**src/rtl/tri_aoi22_nlat_skid2.sv**
```systemverilog
//==============================================================================
//  Module      : tri_aoi22_nlat_skid2
//  Description : Two-entry skid buffer behind an aoi22 nlat stage. Takes the
//                inverted-polarity qb bus, restores true polarity (optional)
//                and presents it downstream with a valid/ready handshake.
//                The aoi22 stage can run every cycle while the consumer stalls.
//                Clock gating follows the trilib LCB model:
//                en = (act | force_t) & thold_b.
//
//  Ports
//    nclk     in    nclk[0] clock (posedge), nclk[1] synchronous sreset
//    vd, gd   inout power pins, unused
//    act      in    functional clock enable
//    force_t  in    force LCB active
//    thold_b  in    1: clocks run, 0: hold all state
//    scin     in    scan in, unused
//    scout    out   scan out, tied 0
//    in_val   in    upstream qb bus valid
//    in_qb    in    upstream data, inverted polarity
//    in_rdy   out   buffer can accept this cycle
//    out_val  out   out_d holds valid data
//    out_d    out   head entry, true polarity
//    out_rdy  in    consumer accepts this cycle
//    occ      out   entry count 0..2
//
//  Revision    : 1.0 - initial release
//==============================================================================
`default_nettype none

`ifndef NCLK_WIDTH
`define NCLK_WIDTH 2
`endif

module tri_aoi22_nlat_skid2 #(
    parameter int                 WIDTH        = 4,
    parameter int                 OFFSET       = 0,
    parameter logic [WIDTH-1:0]   INIT         = '0,
    parameter int                 INVERT       = 1,
    parameter int                 NEEDS_SRESET = 1
) (
    input  logic [0:`NCLK_WIDTH-1]          nclk,
    inout  wire                             vd,
    inout  wire                             gd,
    input  logic                            act,
    input  logic                            force_t,
    input  logic                            thold_b,
    input  logic [OFFSET:OFFSET+WIDTH-1]    scin,
    output logic [OFFSET:OFFSET+WIDTH-1]    scout,
    input  logic                            in_val,
    input  logic [OFFSET:OFFSET+WIDTH-1]    in_qb,
    output logic                            in_rdy,
    output logic                            out_val,
    output logic [OFFSET:OFFSET+WIDTH-1]    out_d,
    input  logic                            out_rdy,
    output logic [1:0]                      occ
);

    //--------------------------------------------------------------------------
    // Constants
    //--------------------------------------------------------------------------
    localparam logic [1:0] S_EMPTY = 2'd0;   // no entries
    localparam logic [1:0] S_ONE   = 2'd1;   // head valid
    localparam logic [1:0] S_FULL  = 2'd2;   // head and skid valid

    localparam bit c_sreset = (NEEDS_SRESET != 0);

    //--------------------------------------------------------------------------
    // Declarations
    //--------------------------------------------------------------------------
    logic                 w_rst;
    logic                 w_en;
    logic                 w_push;
    logic                 w_pop;
    logic [0:WIDTH-1]     w_wdata;

    logic [1:0]           r_state;
    logic [1:0]           w_state_nxt;

    logic                 w_in_rdy;
    logic                 w_out_val;
    logic                 w_ld_head_in;
    logic                 w_ld_head_skid;
    logic                 w_ld_skid_in;

    logic [0:WIDTH-1]     r_head;
    logic [0:WIDTH-1]     r_skid;

    // Power pins, scan-in and spare nclk bits have no function in this model.
    wire w_unused = ^{vd, gd, scin, nclk};

    //--------------------------------------------------------------------------
    // LCB: functional enable and synchronous reset
    //--------------------------------------------------------------------------
    assign w_rst = nclk[1];
    assign w_en  = (act | force_t) & thold_b;

    // Handshake qualification. The ready/valid outputs depend only on the
    // registered state, the LCB enable and reset, so push and pop never form
    // a combinational path from in_val to out_val or from out_rdy to in_rdy.
    assign w_push = in_val  & w_in_rdy;
    assign w_pop  = w_out_val & out_rdy;

    //--------------------------------------------------------------------------
    // Write-data polarity
    //--------------------------------------------------------------------------
    generate
        if (INVERT != 0) begin : g_invert
            assign w_wdata = ~in_qb;
        end else begin : g_passthru
            assign w_wdata = in_qb;
        end
    endgenerate

    //--------------------------------------------------------------------------
    // Occupancy FSM: state register
    //--------------------------------------------------------------------------
    always_ff @(posedge nclk[0]) begin
        if (w_rst) begin
            r_state <= S_EMPTY;
        end else begin
            r_state <= w_state_nxt;
        end
    end

    //--------------------------------------------------------------------------
    // Occupancy FSM: next-state logic. With en low push and pop are both
    // zero, so every state simply holds.
    //--------------------------------------------------------------------------
    always_comb begin
        w_state_nxt = r_state;
        case (r_state)
            S_EMPTY: begin
                if (w_push) begin
                    w_state_nxt = S_ONE;
                end
            end
            S_ONE: begin
                if (w_push && !w_pop) begin
                    w_state_nxt = S_FULL;
                end else if (!w_push && w_pop) begin
                    w_state_nxt = S_EMPTY;
                end
            end
            S_FULL: begin
                if (w_pop) begin
                    w_state_nxt = S_ONE;
                end
            end
            default: begin
                w_state_nxt = S_EMPTY;
            end
        endcase
    end

    //--------------------------------------------------------------------------
    // Occupancy FSM: outputs and datapath load controls
    //--------------------------------------------------------------------------
    always_comb begin
        w_in_rdy       = 1'b0;
        w_out_val      = 1'b0;
        w_ld_head_in   = 1'b0;
        w_ld_head_skid = 1'b0;
        w_ld_skid_in   = 1'b0;

        // Reset discards everything, so nothing is offered or accepted in
        // the reset cycle even if the old state was non-empty.
        if (w_en && !w_rst) begin
            w_in_rdy  = (r_state != S_FULL);
            w_out_val = (r_state != S_EMPTY);
        end

        case (r_state)
            S_EMPTY: begin
                w_ld_head_in = w_push;
            end
            S_ONE: begin
                // Simultaneous push and pop replaces the head in place; the
                // skid entry is only used when the consumer stalls.
                w_ld_head_in = w_push & w_pop;
                w_ld_skid_in = w_push & ~w_pop;
            end
            S_FULL: begin
                w_ld_head_skid = w_pop;
            end
            default: begin
            end
        endcase
    end

    //--------------------------------------------------------------------------
    // Storage. Entries not being loaded keep their last value; the head is
    // stale (but stable) while the buffer is empty.
    //--------------------------------------------------------------------------
    always_ff @(posedge nclk[0]) begin
        if (w_rst) begin
            if (c_sreset) begin
                r_head <= INIT;
                r_skid <= INIT;
            end
        end else begin
            if (w_ld_head_in) begin
                r_head <= w_wdata;
            end else if (w_ld_head_skid) begin
                r_head <= r_skid;
            end
            if (w_ld_skid_in) begin
                r_skid <= w_wdata;
            end
        end
    end

    //--------------------------------------------------------------------------
    // Outputs
    //--------------------------------------------------------------------------
    assign in_rdy  = w_in_rdy;
    assign out_val = w_out_val;
    assign out_d   = r_head;
    assign occ     = r_state;
    assign scout   = '0;

endmodule

`default_nettype wire

```
**config.mk**
```make
export PLATFORM = sky130hd
export DESIGN_NAME = tri_aoi22_nlat_skid2
export DESIGN_NICKNAME = d
export VERILOG_FILES = /design/src/rtl/tri_aoi22_nlat_skid2.sv
export SDC_FILE = /design/constraint.sdc
export NUM_CORES = 1
export LEC_CHECK = 0
export BUFFER_PORTS_ARGS = -buffer_cell sky130_fd_sc_hd__buf_2
export CORE_AREA = 2 2 39 41
export DETAILED_ROUTE_END_ITERATION = 16
export DIE_AREA = 0 0 41 43
export PLACE_DENSITY_LB_ADDON = 0.08
export SETUP_SLACK_MARGIN = 0.05
export SYNTH_ARGS = -nofsm -noshare
export SYNTH_HDL_FRONTEND = slang
export SYNTH_SLANG_ARGS = --single-unit
```
**constraint.sdc**
```tcl
create_clock -name nclk -period 3.4 [get_ports nclk]
set_input_delay 0.17 -clock nclk [delete_from_list [all_inputs] [get_ports nclk]]
set_output_delay 0.17 -clock nclk [all_outputs]
set_load 0.01 [all_outputs]
```
; Word-level counts from Yosys, hierarchy flattened
; Cells that the tools add are included.
; Widths: inputs -> output; s select.
[word_totals]
reg_bits = 10
word_cells = 39
[classes]
n_eq_ne = 6
mux = 12
bitwise = 8
n_reduce_logical = 10
[ops]
columns = cell, count
row1 = $mux 2, 4
row2 = $mux 4, 2
row3 = $ne 2x2->1 const B, 3
row4 = $pmux 2 s3, 1
row5 = $and 1x1->1, 5
row6 = $mux 1, 4
row7 = $not 4->4, 1
row8 = $reduce_bool 2->1, 2
row9 = $logic_and 1x1->1, 3
row10 = $logic_not 1->1, 3
row11 = $ne 3x3->1 const B, 1
row12 = $reduce_and 3->1, 1
row13 = $eq 2x1->1 const B, 1
row14 = $eq 2x2->1 const B, 1
row15 = $logic_not 2->1, 1
row16 = $pmux 1 s2, 1
row17 = $not 1->1, 1
row18 = $or 1x1->1, 1

; Logic depth before layout (Yosys ltp)
[depth]
word_depth = 10
mapped_depth = 5

; Worst setup path before layout
; Ideal clock, no wire load.
[synth_timing]
path_type = flip-flop to flip-flop
startpoint = reg r_state[0], in the netlist occ[0]
endpoint = reg r_head (netlist bit out_d[0])
setup_ns = 0.115
t_arrival_ns = 1.507
required_ns = 3.285
path_slack_ns = 1.779
stages_incl_launch_ff = 6
synth_period_minus_slack_ns = 1.621
path_cell_list = dfxtp_1 -> nand2b_1 -> or4_1 -> buf_2 -> mux2_4 -> o21a_1
[synth_via]
elab_chain_cells = 6
elab_cells_between_ends = 14
classes_between = eq/ne: 3 / mux: 5 / bitwise: 3 / reduce/logical: 3
[synth_lines]
columns = element, line
row1 = from (decl), 76  ; logic [1:0] r_state;
row2 = from (signal assigned), 121  ; r_state <= w_state_nxt;
row3 = $ne 2x2->1 or $reduce_bool 2->1 (tied branches), "168, 169"
row4 = $mux 1, 167  ; if (w_en && !w_rst) begin
row5 = $and 1x1->1 (on tied branches), "100, 101"
row6 = $and 1x1->1, 179  ; w_ld_head_in = w_push & w_pop;
row7 = $pmux 1 s2, 172  ; case (r_state)
row8 = $mux 4 or $reduce_bool 2->1 (tied branches), n/a
row9 = to (signal assigned), 202  ; r_head <= w_wdata;
row10 = to (signal assigned), 204  ; r_head <= r_skid;
row11 = to (decl), 85  ; logic [0:WIDTH-1] r_head;
; Several ways; a longest one is shown, not always the timed one.
; A chain may end at the register's enable or synchronous reset.

==> qor.csv <==
metric,value,unit
dpl hpwl,779,µm
CP Capture Type,register,
Vias/cell,5.03,
Skew-Pair Late Insertion Delay,260,ps
power share of the clock group,66.0,%
Power Density,817,nW/µm²
Seq pwr share,24.9,%
crit path launch,nclk[1],
GRT overflow,0,
ANT cells,0,
Pre-Repair DR Iteration Count,4,
Int Pwr,0.468,mW
row cnt,14,
I/O Pins,29,
Final WS setup,122,ps
layout cells sized above 1,50.0,%
"commonest cells after routing, fill and taps aside","clkbuf_4, buf_2, dfxtp_1",
DIE AREA,1760,µm²
area grow syn2layout,54.6,%
syn avg cell area,9.25,µm²
Comb pwr share,9.1,%
synthesized flop and latch total,10,
routability cong.,0.592,
largest net degree at the start of global routing,8,
total core area,1380,µm²
Crit Reg-Reg Startpoint,occ[0],
Layout Cells excl Fill,114,
worst-path fanout max,7,
nets,114,
final hold violations,0,
"most common cell after layout, fill and taps aside",clkbuf_4,
Total GRT Usage,21.8,%
post-CTS setup buffers,0,
CP Launch Type,clock port,
# DRC,0,
clock-pin slew on the worst setup and hold paths,60,ps
vias in the first global route,782,
max-slew violations,0,
final wirelength,1370,µm
hold_buf cts,0,
switching share of power,32.1,%
Finish-stage setup viols,0,
Synth cell types,21,
"Cell Area, Synth",546,µm²
endpoints left unconstrained,2,
Final Skew,0.808,ps
Hold Startpoint,nclk[1],
final instance area,843,µm²
post-synthesis sequential area ratio,36.7,%
switching pwr,0.221,mW
Area after DPL,623,µm²
WS Path Type,clock port to register,
area fraction of the dominant cell type after synthesis,36.7,%
Leakage,0.408,nW
peak supply drop,0.368,mV
Util after Layout,60.9,%
Setup WS pre-CTS,338,ps
Hold Crit Class,clock port to register,
antenna violations before repair,0,
via count,573,
DRT iter0 DRCs,16,
Post-Syn Instances,59,
first-pass GRT wire length,2220,µm
number of synthesis warnings,0,
Post-DRT Antenna Nets,0,
RSZ-0062 raised after global routing,false,
Die Width,41,µm
WL/cell,12.0,µm
Chip Height,43,µm
status,completed,
top post-synthesis cells by area,"dfxtp_1, mux2_4, o21a_1, a21oi_1, a211oi_1",
Placed Cells,89,
initial core utilization,39.4,%
Synth area leader,dfxtp_1,
CTS tree,built,
max cap viols,0,
final setup TNS,0,ps
WP data required,3550,ps
critical path data arrival time,3430,ps
port bufs,17,
## final timing paths
| kind | end | slack [ps] | cells past startpoint |
|---|---|---|---|
| max | out_d[3] | 120 | 8 |
| max reg2reg | out_d[3] | 1670 | 5 |
| min reg2reg | r_skid[3] | 500 | 2 |
| min | r_skid[0] | 4 | 2 |
## power by group through the flow
stage               Combinational [mW]  Clock, mW  Sequential (mW)
detailed placement              0.0618      0.136            0.174
global route                    0.0681      0.494            0.175
finish                          0.0629      0.455            0.172
global placement                0.0627      0.136            0.173
floorplan                       0.0142      0.160            0.186
CTS                             0.0636      0.468            0.171
## worst max-delay path, cell delays in order
cell and delay [ps]:
clkbuf_4 150, nand2b_4 140, clkbuf_4 130, clkbuf_4 150, or4_4 520, clkbuf_4 170, mux2_4 290, o21a_1 170
## cell usage after synthesis
library cell and instances:
nor4b_2 1, nand2b_4 1, nand2_1 2, xnor2_1 1, a21o_1 1, inv_1 3
a211oi_1 4, nor2_1 6, o311ai_0 1, buf_4 4, dfxtp_1 10, or4_1 1
mux2_4 4, buf_2 1, nand2b_1 3, nor4_2 1, and2_1 1, clkbuf_1 1
conb_1 1, a21oi_1 7, o21a_1 5
## per-stage QoR
stage | total power, mW | hold WS, ps
2_1_floorplan | 0.360 | 266
3_3_place_gp | 0.372 | 69.1
3_5_place_dp | 0.372 | 69.1
4_1_cts | 0.703 | -2.34
5_1_grt | 0.737 | 10.7
6_report | 0.689 | 3.76
## state kept, by name, summed over array words and instances (netlist names)
signal,cells
out_d,4
occ,2
r_skid,4
## logic make-up after synthesis
kind of cell,Yosys count,synth area share [%]
multiplexers,4,11.0
flip-flops,10,36.7
AND/OR/NAND/NOR,16,19.0
buffers and inverters,9,9.17
AO/OA/AOI/OAI,18,21.8
other,1,0.687
XOR/XNOR,1,1.61
## final cells by class
class	count	area (µm²)
fill	125	541
multi-input combinational	43	310
sequential	10	200
clock buffer	25	179
timing repair buffer	15	75.1
clock inverter	3	51.3
tap	16	20.0
inverter	2	7.51
## routing by layer
metal / vias up / routed length, µm / GRT usage [%]
met5: - / 0 / 0
met3: 8 / 128 / 30.9
met2: 32 / 673 / 19.7
li1: 278 / - / -
met1: 255 / 538 / 9.21
met4: 0 / 32 / 44.0
## what timing repair did
item,CTS,global route
resized for setup,1,0
endpoints found under the setup margin,4,0
endpoints found under the hold margin,0,0
Note: power is estimated with default switching activity, not from simulation.
